[src/rtl/tl_rx_vc_data_wr_ctrl.sv]
// rtl/tl_rx_vc_data_wr_ctrl.sv - RX VC data buffer write-side controller with free-space check and rollback
module tl_rx_vc_data_wr_ctrl #(
    parameter int DATA_FIFO_DEPTH = 256,
    parameter int DATA_PTR_SIZE   = $clog2(DATA_FIFO_DEPTH) + 1,
    parameter int BUFFER_WIDTH    = 256
) (
    input  logic                     i_clk,
    input  logic                     i_n_rst,
    input  logic                     i_tlp_valid,
    output logic                     o_ready,
    input  logic                     i_tlp_sop,
    input  logic                     i_tlp_eop,
    input  logic                     i_tlp_digest,
    input  logic                     i_tlp_discard,
    input  logic [BUFFER_WIDTH-1:0]  i_tlp_data,
    input  logic [DATA_PTR_SIZE-1:0] i_w_data_ptr,
    input  logic [DATA_PTR_SIZE-1:0] i_r_data_ptr,
    output logic                     o_w_data_en,
    output logic [BUFFER_WIDTH-1:0]  o_w_tlp_data,
    output logic                     o_w_data_cntr_ld,
    output logic                     o_w_data_ptr_ld,
    output logic                     o_digest_cycle_flag,
    output logic                     o_commit,
    output logic [DATA_PTR_SIZE-1:0] o_commit_beats,
    input  logic                     i_err_clr,
    output logic                     o_overflow_err,
    output logic                     o_protocol_err
);

    localparam logic [DATA_PTR_SIZE-1:0] DEPTH_P = DATA_PTR_SIZE'(DATA_FIFO_DEPTH);

    typedef enum logic [1:0] {IDLE, RECV, DROP, REALIGN} state_t;

    state_t                   state_q, state_d;
    logic [DATA_PTR_SIZE-1:0] n_q, n_d, n_inc;
    logic [DATA_PTR_SIZE-1:0] used, free;
    logic [DATA_PTR_SIZE-1:0] commit_beats_q, commit_beats_d;
    logic                     commit_q, commit_d;
    logic                     ovf_q, prot_q, ovf_set, prot_set;
    logic                     acc, space_ok, do_eop, overflow;
    logic                     wen, cntr_ld, ptr_ld, dig_flag;

    // Used space wraps modulo the pointer width; free is at most DEPTH, so n never exceeds it
    assign used     = i_w_data_ptr - i_r_data_ptr;
    assign free     = DEPTH_P - used;
    assign space_ok = (n_q < free);
    assign n_inc    = (n_q == DEPTH_P) ? n_q : n_q + DATA_PTR_SIZE'(1);

    assign o_ready  = i_n_rst && (state_q != REALIGN);
    assign acc      = i_tlp_valid && o_ready;

    // Next state, beat counter and zero-latency buffer controls
    always_comb begin
        state_d        = state_q;
        n_d            = n_q;
        wen            = 1'b0;
        cntr_ld        = 1'b0;
        ptr_ld         = 1'b0;
        dig_flag       = 1'b0;
        commit_d       = 1'b0;
        commit_beats_d = '0;
        ovf_set        = 1'b0;
        prot_set       = 1'b0;
        do_eop         = 1'b0;
        overflow       = 1'b0;

        case (state_q)
            IDLE: begin
                if (acc && i_tlp_sop) begin
                    if (i_tlp_eop) begin
                        do_eop = 1'b1;
                    end else if (space_ok) begin
                        wen     = 1'b1;
                        n_d     = DATA_PTR_SIZE'(1);
                        state_d = RECV;
                    end else begin
                        overflow = 1'b1;
                    end
                end
            end
            RECV: begin
                if (acc) begin
                    if (i_tlp_sop) begin
                        // A new sop inside a TLP poisons both TLPs
                        cntr_ld  = 1'b1;
                        prot_set = 1'b1;
                        state_d  = i_tlp_eop ? IDLE : DROP;
                        n_d      = i_tlp_eop ? '0 : n_q;
                    end else if (i_tlp_eop) begin
                        do_eop = 1'b1;
                    end else if (space_ok) begin
                        wen = 1'b1;
                        n_d = n_inc;
                    end else begin
                        overflow = 1'b1;
                    end
                end
            end
            DROP: begin
                if (acc && i_tlp_eop) begin
                    state_d = IDLE;
                    n_d     = '0;
                end
            end
            REALIGN: begin
                // Write counter is one beat past the commit after a digest beat
                cntr_ld = 1'b1;
                state_d = IDLE;
                n_d     = '0;
            end
            default: begin
                state_d = IDLE;
                n_d     = '0;
            end
        endcase

        if (do_eop) begin
            if (i_tlp_discard) begin
                cntr_ld = 1'b1;
                state_d = IDLE;
                n_d     = '0;
            end else if (space_ok) begin
                wen            = 1'b1;
                ptr_ld         = 1'b1;
                dig_flag       = i_tlp_digest;
                commit_d       = 1'b1;
                commit_beats_d = i_tlp_digest ? n_q : n_inc;
                state_d        = i_tlp_digest ? REALIGN : IDLE;
                n_d            = '0;
            end else begin
                overflow = 1'b1;
            end
        end

        if (overflow) begin
            cntr_ld = 1'b1;
            ovf_set = 1'b1;
            state_d = i_tlp_eop ? IDLE : DROP;
            n_d     = i_tlp_eop ? '0 : n_q;
        end
    end

    // State, counter, commit report and sticky errors
    always_ff @(posedge i_clk) begin
        if (!i_n_rst) begin
            state_q        <= IDLE;
            n_q            <= '0;
            commit_q       <= 1'b0;
            commit_beats_q <= '0;
            ovf_q          <= 1'b0;
            prot_q         <= 1'b0;
        end else begin
            state_q        <= state_d;
            n_q            <= n_d;
            commit_q       <= commit_d;
            commit_beats_q <= commit_beats_d;
            ovf_q          <= ovf_set  | (ovf_q  & ~i_err_clr);
            prot_q         <= prot_set | (prot_q & ~i_err_clr);
        end
    end

    // Reset suppresses all buffer controls so no rollback reaches the buffer
    assign o_w_data_en         = wen      & i_n_rst;
    assign o_w_data_cntr_ld    = cntr_ld  & i_n_rst;
    assign o_w_data_ptr_ld     = ptr_ld   & i_n_rst;
    assign o_digest_cycle_flag = dig_flag & i_n_rst;
    assign o_w_tlp_data        = i_tlp_data;
    assign o_commit            = commit_q;
    assign o_commit_beats      = commit_beats_q;
    assign o_overflow_err      = ovf_q;
    assign o_protocol_err      = prot_q;

endmodule

[config.mk]
export PLATFORM = sky130hd
export DESIGN_NAME = tl_rx_vc_data_wr_ctrl
export DESIGN_NICKNAME = d
export VERILOG_FILES = /design/src/rtl/tl_rx_vc_data_wr_ctrl.sv
export SDC_FILE = /design/constraint.sdc
export NUM_CORES = 1
export LEC_CHECK = 0
export CAP_MARGIN = 20
export CORE_AREA = 2 2 217 219
export DETAILED_ROUTE_END_ITERATION = 7
export DIE_AREA = 0 0 219 221
export DONT_BUFFER_PORTS = 1
export HOLD_SLACK_MARGIN = 0.06
export PLACE_DENSITY = 0.31
export SLEW_MARGIN = 25
export SYNTH_ARGS = -nofsm -noshare
export SYNTH_HDL_FRONTEND = slang
export SYNTH_SLANG_ARGS = --single-unit
[constraint.sdc]
create_clock -name i_clk -period 5.7 [get_ports i_clk]
set_input_delay 1.14 -clock i_clk [delete_from_list [all_inputs] [get_ports i_clk]]
set_output_delay 1.14 -clock i_clk [all_outputs]
set_load 0.05 [all_outputs]
# Yosys cells after proc, flatten, opt, wreduce, memory -nomap -nowiden
# Index checks and enable logic that the tools add are counted.
[totals] reg_bits=23 latchBits=0 ramBits=0 mem_bits_ro=0 input_bits=282 out_inout_bits=273 wordCells=98 mem_count=0
[classes] add_sub_neg=3 multipliers=0 div_mod_pow=0 magnitude_cmp=1 eq_ne=5 shift=0 mux=65 bitwise=12 reduce_logical=6
[op_table] op="$mux W9" count=15
[op_table] op="$pmux W9 S4" count=1
[op_table] op="$mux W1" count=32
[op_table] op="$mux W2" count=12
[op_table] op="$add A9 B1 Y9 const B" count=1
[op_table] op="$eq A9 B9 Y1 const B" count=1
[op_table] op="$lt A9 B9 Y1" count=1
[op_table] op="$sub A9 B9 Y9" count=1
[op_table] op="$sub A9 B9 Y9 const A" count=1
[op_table] op="$pmux W1 S2" count=4
[op_table] op="$pmux W2 S4" count=1
[op_table] op="$and A1 B1 Y1" count=6
[op_table] op="$eq A2 B2 Y1 const B" count=2
[op_table] op="$logic_and A1 B1 Y1" count=4
[op_table] op="$not A1 Y1" count=4
[op_table] op="$reduce_or A4 Y1" count=1
[op_table] op="$eq A2 B1 Y1 const B" count=1
[op_table] op="$logic_not A2 Y1" count=1
[op_table] op="$ne A2 B2 Y1 const B" count=1
[op_table] op="$or A1 B1 Y1" count=2

# Longest topological paths before layout
# Gate-level depths: netlist (run 1).
[logic_depth] word_depth=13 ltp_mapped=19 mapped_depth_nobuf=18

# Least setup slack after synthesis (run 1)
# No wires, ideal clock.
[synth_timing] path_kind="input to output" from="input i_w_data_ptr[1]" to="output o_digest_cycle_flag" arrival_ns=4.619 required_time_ns=4.560 setup_slack_ns=-0.059 path_stages=16 path_buffers=0 cell_sequence="inv_1 -> ha_1 -> ha_1 -> fa_1 -> a21o_1 -> a21oi_1 -> o21bai_1 -> a21oi_1 -> xor2_1 -> ha_1 -> a21o_1 -> a221o_1 -> or4b_4 -> inv_2 -> nand2_1 -> inv_2"
[synth_via] elab_chain_cells=7
[synth_lines] item="start, declared" line_no="16" source="input logic [DATA_PTR_SIZE-1:0] i_w_data_ptr,"
[synth_lines] item="$sub A9 B9 Y9" line_no="44" source="assign used = i_w_data_ptr - i_r_data_ptr;"
[synth_lines] item="$sub A9 B9 Y9" line_no="45" source="assign free = DEPTH_P - used;"
[synth_lines] item="$lt A9 B9 Y1" line_no="46" source="assign space_ok = (n_q < free);"
[synth_lines] item="$mux W1" line_no="122" source="end else if (space_ok) begin"
[synth_lines] item="$mux W1" line_no="118" source="if (i_tlp_discard) begin"
[synth_lines] item="$mux W1" line_no="117" source="if (do_eop) begin"
[synth_lines] item="$and A1 B1 Y1" line_no="166" source="assign o_digest_cycle_flag = dig_flag & i_n_rst;"
[synth_lines] item="end, declared" line_no="22" source="output logic o_digest_cycle_flag,"
# Every way passes these cells.

# Final worst setup path (run 1)
[layout_timing] from="input i_w_data_ptr[2]" to="output o_w_data_ptr_ld"
[layout_via] elab_chain_cells=7
[layout_lines] item="$sub A9 B9 Y9" line_no="44"
[layout_lines] item="$sub A9 B9 Y9" line_no="45"
[layout_lines] item="$lt A9 B9 Y1" line_no="46"
[layout_lines] item="$mux W1" line_no="122"
[layout_lines] item="$mux W1 (2 in a row)"
[layout_lines] item="$and A1 B1 Y1" line_no="165" source="assign o_w_data_ptr_ld = ptr_ld & i_n_rst;"
[layout_lines] item="end, declared" line_no="21" source="output logic o_w_data_ptr_ld,"
# Every way passes these cells.

==> results of run 1 <==
-- path summary, 6_finish.rpt --
check                        from              end  slack [ns]  depth (start not counted)
setup / recovery  i_w_data_ptr[2]  o_w_data_ptr_ld        0.14                         17
hold / removal             n_q[3]           n_q[3]        0.60                          2
setup reg to reg           n_q[6]           n_q[3]        2.94                          8
hold reg to reg            n_q[3]           n_q[3]        0.60                          2
-- power by group through the flow --
stage | clock network, W | registers (W) | logic (W)
floorplan | 0 | 0.000170 | 0.000584
global placement | 0 | 0.000180 | 0.000128
detailed placement | 0 | 0.000179 | 0.000126
CTS | 0.000176 | 0.000176 | 0.000129
global route | 0.000182 | 0.000177 | 0.000154
finish | 0.000165 | 0.000175 | 0.000136
-- repair_timing --
item	4_1_cts	5_1_grt
pin swaps	1	12
endpoints found under the setup margin	3	4
hold endpoints to repair	0	0
resized for setup	4	13
setup buffers	0	1
-- sequential cells by signal (all words and copies together), names as in the netlist --
| name | flops |
|---|---|
| n_q | 9 |
| o_commit | 1 |
| o_commit_beats | 9 |
| o_overflow_err | 1 |
| o_protocol_err | 1 |
| state_q | 2 |
-- cell type report --
| class | count | area (µm²) |
|---|---|---|
| flip-flops and latches | 23 | 460.4 |
| inverters | 21 | 86.33 |
| fillers | 5481 | 43050 |
| multi-input cells | 196 | 1466 |
| clock buffers | 3 | 75.07 |
| clock inverters | 1 | 5.005 |
| well taps | 607 | 759.5 |
| repair buffers | 16 | 161.4 |
-- cells in the mapped netlist (all sizes together) (2+ instances only) --
cell type,count
o31ai,3
o211ai,2
and2,3
xor2,6
a22o,2
o21ai,13
clkbuf,8
o311ai,2
buf,259
nor4,6
a31oi,3
nor2,21
a21boi,3
nand3,8
inv,21
a32oi,2
xnor2,11
nand2b,3
dfxtp,23
nor2b,5
ha,25
o21a,3
a21o,5
nand2,19
o21bai,4
o2bb2ai,4
a21oi,8
or3,4
or2,2
and3,2
nor3,9
-- worst register-to-register path, stage by stage (launching register included) --
cell and delay (ns):
dfxtp_1 0.58, ha_1 0.33, a21o_1 0.16, a21o_1 0.17, a221o_1 0.42, buf_6 0.20, or3_4 0.40, or3_1 0.36
o21ai_1 0.07
-- layer usage --
metal,up-vias,routed length [µm],track usage [%]
met1,949,4370,4.808
li1,922,-,-
met5,-,0,0
met3,63,3053,5.457
met4,0,720,3.073
met2,277,7431,10.27
-- metrics by stage --
stage	setup slack (ns)	instance area, µm²	setup TNS, ns	total power (W)	utilization, %
global route	-0.002076	3014	-0.002076	0.0005129	6.544
detailed placement	-0.1052	2844	-0.1585	0.0003055	6.174
global placement	-0.06771	2844	-0.07889	0.0003072	6.174
CTS	0.004250	2940	0	0.0004799	6.383
floorplan	0.03597	3920	0	0.0007544	-
finish	0.1361	3014	0	0.0004762	6.544
-- cell families after synthesis --
| group | after synthesis | synth area share (%) |
|---|---|---|
| mux | 1 | 0.2558 |
| fa+ha+maj | 26 | 8.504 |
| xor+xnor | 17 | 3.804 |
| compound gates | 64 | 11.48 |
| buf+inv | 288 | 52.43 |
| simple gates | 88 | 11.77 |
| flops | 23 | 11.76 |
==> reports/qor.yml, run 1 <==
status: "finished clean"
grt_use_total_pct: 6.121
post-synth-top-area-cell: "buf_4"
layout_worst_path_cycle_share_pct: 97.61
h-tree-depth: 1
dr.pass1.iters: 4
cap_violations: 0
grt_pass1_wl_mm: 20.34
core.rowCount: 79
grt-ovfl-total: 0
fin_nets: 569
synth_area_leaders: "buf_4 49%, dfxtp_1 12%, ha_1 8.0%, xnor2_1 2.5%, nor2_1 2.0%"
coreArea_um2: 46060
skew_ns: 0.005961
dr.first_iter.drc_count: 77
worstSetupEndpointType: "output pin"
async_flop_share_pct: 0
drc: 0
path_buf_inv: 4
grt_pass1_vias: 2330
ys_warn_count: 0
grt_max_degree: 22
crit_slowest_cell: "or4b_4"
via_count: 2211
ys_seq_area_share_pct: 11.76
maxSlewViolCount: 0
p_leak_nw: 0.9583
worst_ep_required_time_ns: 4.56
synth_cells: 507
synth_top_area_share_pct: 49.10
cts_buffers: 3
p_sw_share_pct: 31.92
place_hpwl_mm: 13.62
ys_dominant_reg_cell: "dfxtp_1"
antenna_found_initial: 0
p_seq_share_pct: 36.8
gp_congestion: 0.6964
crit_path_frequent_cell: "a21o_1"
cts-hold-fix-buffers: 0
clock-sinks: 23
syn_area_um2: 3914
synth_seq_cells: 23
p_per_area_nw_per_um2: 158.0
syn_nets: 815
hold-worst-slack_ns: 0.5990
drive_above_1_share_pct: 15.38
period_needed_ns: 5.564
clockRootBuffer: "clkbuf_16"
synth_edf_count: 0
layout_commonest_cell: "dfxtp_1"
io_pins: 555
arrival_ns: 4.42
netlist-cell-type-count: 59
setup_viol_count_final: 0
place_inst: 862
ir_drop_mv: 0.09100
p_sw_w: 0.0001520
final_cells: 867
clock_latency_ns: 0.27
internal_power_w: 0.0003242
clk_path_buf_depth: 2
relSlewSlack_pct: 57.28
avgSynthCellArea_um2: 7.719
crit_family: "compound AO/OA/AOI/OAI gates"
path_max_fanout: 2
min_path_type: "flop to flop"
worstMarginPinSlew_ns: 0.6350
syn_to_final_growth_pct: -22.99
start_kind: "input port"
pwr-share-clk_pct: 34.6
wl_mm: 15.58
antenna_cells: 0
clk_pin_slew_ns: 0.07
crit_path_cell_trace: "inv_2, ha_4, ha_4, a21o_1, a21oi_2, nor2b_1, o21a_1, nor2_1, xor2_1, ha_1, a21o_1, a21o_1, a221o_1, or4b_4, inv_4, buf_4, buf_12"
drt-wirelength-per-cell_um: 17.96
drt.antenna.violating_nets: 0
fmax_mhz: 179.7
tritoncts: "done"
worst-setup-path-type: "input port to output pin"
start_util_pct: 8.497
max_stage_delay_ns: 0.57
combPwrFrac_pct: 28.5
die_w_um: 219
die_area_um2: 48400
chipHeight_um: 221
layout_common_cells: "23 x dfxtp_1, 21 x nor2_1, 21 x ha_1"
portBuffers: 0
final_hold_viol_count: 0
via_per_inst: 2.550
Note: power is estimated with default switching activity, not from simulation.
==> run 2, diff against run 1 <==
Settings changed: ABC_AREA set to 1, CORE_AREA 2 2 217 219 to 2 2 215 217, DIE_AREA 0 0 219 221 to 0 0 217 219, PLACE_DENSITY 0.31 to 0.32.
==> run 2 against run 1 <==
- sequential power fell by 3%
- wire length fell by 9.7%
- die area fell by 1.8%
- largest cell class unchanged
- largest power group unchanged
- highest routed layer unchanged
==> reports/qor.yml, run 2 <==
status: "finished clean"
ys_warn_count: 0  # unchanged
synth_top_family_by_area: "buffers and inverters"
worstMarginPinSlew_ns: 0.9229  # +0.2879 ns
die_area_um2: 47520  # -1.8%
place_hpwl_mm: 12.08  # -11%
rsz0062_at_grt: "no"
tritoncts: "done"
p_leak_nw: 1.322  # +38%
cap_violations: 0  # unchanged
clockRootBuffer: "clkbuf_16"
dr.pass1.iters: 4  # unchanged
layout_worst_path_cycle_share_pct: 94.96  # -2.7 points
worstHoldPathCells: 2  # unchanged
tns_ns: 0  # unchanged
setup_viol_count_final: 0  # unchanged
r2r_setup_slack_ns: 3.37  # +0.43 ns
min_path_type: "flop to flop"
p_per_area_nw_per_um2: 141.6  # -10%
h-tree-depth: 1  # unchanged
min_to: "n_q[4]"
grt-ovfl-total: 0  # unchanged
clk_pin_slew_ns: 0.07  # about the same
worst_ep_required_time_ns: 4.56  # about the same
gp_congestion: 0.7344  # +5.5%
portBuffers: 0  # unchanged
arrival_ns: 4.27  # -0.15 ns
start_kind: "input port"
grt_pass1_vias: 2781  # +19%
drive_above_1_share_pct: 11.50  # -3.9 points
drt.antenna.violating_nets: 0  # unchanged
antenna_cells: 0  # unchanged
yosys.area_share.adder_pct: 7.717  # -0.79 points
synthMuxAreaShare_pct: 0  # -0.26 points
syn_area_um2: 4313  # +10%
cts_buffers: 3  # unchanged
synth_compound_area_share_pct: 6.643  # -4.8 points
clock_latency_ns: 0.27  # about the same
antenna_found_initial: 0  # unchanged
drc: 0  # unchanged
grt_use_total_pct: 5.633  # -0.49 points
layout_common_cells: "127 x nand2_1, 54 x inv_1, 39 x nor2_1"
wl_mm: 14.07  # -9.7%
fin_nets: 709  # +25%
synth_top_area_share_pct: 44.73  # -4.4 points
via_per_inst: 2.764  # +8.4%
period_needed_ns: 5.412  # -0.1514 ns
worst-setup-path-type: "input port to output pin"
ys_seq_area_share_pct: 10.68  # -1.1 points
synth_edf_count: 0  # unchanged
final_area_um2: 3321  # +10%
relSlewSlack_pct: 38.25  # -19 points
clk_path_buf_depth: 2  # unchanged
drt-wirelength-per-cell_um: 14.07  # -22%
avgSynthCellArea_um2: 6.635  # -14%
worstHoldStart: "n_q[4]"
rr_endpoint: "n_q[3]"
synth_most_common_cell: "buf_4"
netlist_top_cells_count: "257 x buf_4, 127 x nand2_1, 55 x inv_1"
syn_to_final_growth_pct: -23.01  # about the same
die_w_um: 217  # -0.91%
via_count: 2764  # +25%
chipHeight_um: 219  # -0.90%
r2r.worst_path.cells: 15  # +7
netlist-cell-type-count: 33  # -44%
place_inst: 995  # +15%
grt_pass1_wl_mm: 19.31  # -5.1%
final_cells: 1000  # +15%
path_max_fanout: 4  # +2
place_area_um2: 3203  # +13%
layout_commonest_cell: "nand2_1"
worstSetupEndpointType: "output pin"
r2r-start: "n_q[8]"
cts-hold-fix-buffers: 0  # unchanged
final_hold_viol_count: 0  # unchanged
syn_nets: 958  # +18%
synth_seq_cells: 23  # unchanged
synth_area_leaders: "buf_4 45%, nand2_1 11%, dfxtp_1 11%, ha_1 7.3%, inv_1 4.8%"
coreArea_um2: 45090  # -2.1%
fmax_mhz: 184.8  # +2.8%
clock-sinks: 23  # unchanged
skew_ns: 0.003084  # -0.002877 ns
start_util_pct: 9.565  # +1.1 points
ys_dominant_reg_cell: "dfxtp_1"
ir_drop_mv: 0.08920  # -2.0%
dr.first_iter.drc_count: 79  # +2.6%
synthSimpleGateAreaFrac_pct: 22.08  # +10 points
post-synth-top-area-cell: "buf_4"
io_pins: 555  # unchanged
synthXorXnorAreaFrac_pct: 2.234  # -1.6 points
async_flop_share_pct: 0  # unchanged
grt_max_degree: 21  # -4.5%
maxSlewViolCount: 0  # unchanged
core.rowCount: 78  # -1.3%
synth_cells: 650  # +28%
[run 2: changes by cell type after synthesis, moves of 12 or more]
| cell | delta |
|---|---|
| a21oi_1 | +12 |
| nand2_1 | +108 |
| inv_1 | +37 |
| nand3_1 | +14 |
| o21ai_0 | +14 |
| nor2_1 | +18 |
[run 2: final cells by class]
type / instances / area [µm²]
clock buffer: 3 / 75.07
clock inverter: 1 / 5.005
fill: 5337 / 41770
inverter: 60 / 231.5
multi-input combinational: 303 / 1698
sequential: 23 / 460.4
tap: 600 / 750.7
timing repair buffer: 10 / 100.1
[run 2: metal layers]
metal | GRT usage, % | wire length, µm
met1 | 4.369 | 4093
met2 | 9.936 | 6905
met3 | 2.772 | 1668
met4 | 5.776 | 1403
met5 | 0.1042 | 0
[run 2: repair_timing]
| item | CTS | global route |
|---|---|---|
| setup buffers | 0 | 1 |
| setup endpoints to repair | 0 | 2 |
| resized for setup | 0 | 7 |
[run 2: cells by family (layout without fill, tap and decap cells)]
logic type	Yosys count	after routing
fa+ha+maj	26	26
xor+xnor	11	11
buf+inv	324	74
flops	23	23
simple gates	215	215
compound gates	51	51
[run 2: critical path: stages]
cell     delay, ns
inv_1         0.02
ha_1          0.28
ha_1          0.23
fa_2          0.36
a21oi_1       0.14
o21ai_1       0.10
nand2_1       0.07
nand2_1       0.05
a21oi_1       0.15
xor2_1        0.19
ha_1          0.25
nand2_1       0.10
inv_1         0.07
a21oi_2       0.16
nand2_1       0.10
nor2_4        0.18
buf_4         0.14
nand2_2       0.08
nor2_4        0.11
inv_2         0.05
o21ai_2       0.11
buf_12        0.18
[run 2: power breakdown]
group,total (W),internal [W],switching (W)
Combinational,0.000137,0.0000497,0.0000872
Clock,0.000163,0.0000949,0.0000683
Sequential,0.000170,0.000163,0.00000731
Total,0.000470,0.000307,0.000163
[run 2: through the flow]
step / util, % / total power [W] / setup WS (ns) / hold slack, ns
after floorplan: - / 0.0007552 / 0.2242 / 0.5159
after global placement: 7.104 / 0.0003122 / 0.05853 / 0.6423
after detailed placement: 7.104 / 0.0003114 / 0.08929 / 0.6330
after CTS: 7.282 / 0.0004796 / 0.07821 / 0.6455
after global routing: 7.365 / 0.0005097 / 0.002661 / 0.6760
final: 7.365 / 0.0004702 / 0.2875 / 0.6419
[run 2: how the worst max path moves through the flow]
| stage | from | slack (ns) | end |
|---|---|---|---|
| 4_1_cts | i_w_data_ptr[1] | 0.08 | o_w_data_cntr_ld |
| 5_1_grt | i_w_data_ptr[1] | 0.003 | o_w_data_en |
| 3_3_place_gp | i_w_data_ptr[1] | 0.06 | o_w_data_cntr_ld |
| 3_5_place_dp | i_w_data_ptr[1] | 0.09 | o_w_data_cntr_ld |
| 6_report | i_w_data_ptr[1] | 0.29 | o_w_data_en |
| 2_1_floorplan | i_w_data_ptr[1] | 0.22 | o_w_data_en |
==> run 3, diff against run 2 <==
Settings changed: GPL_ROUTABILITY_DRIVEN set to 0, SKIP_CTS_REPAIR_TIMING set to 1.
==> results of run 3 <==
Same layout as run 2: the final DEF is identical, and so are final timing and power.
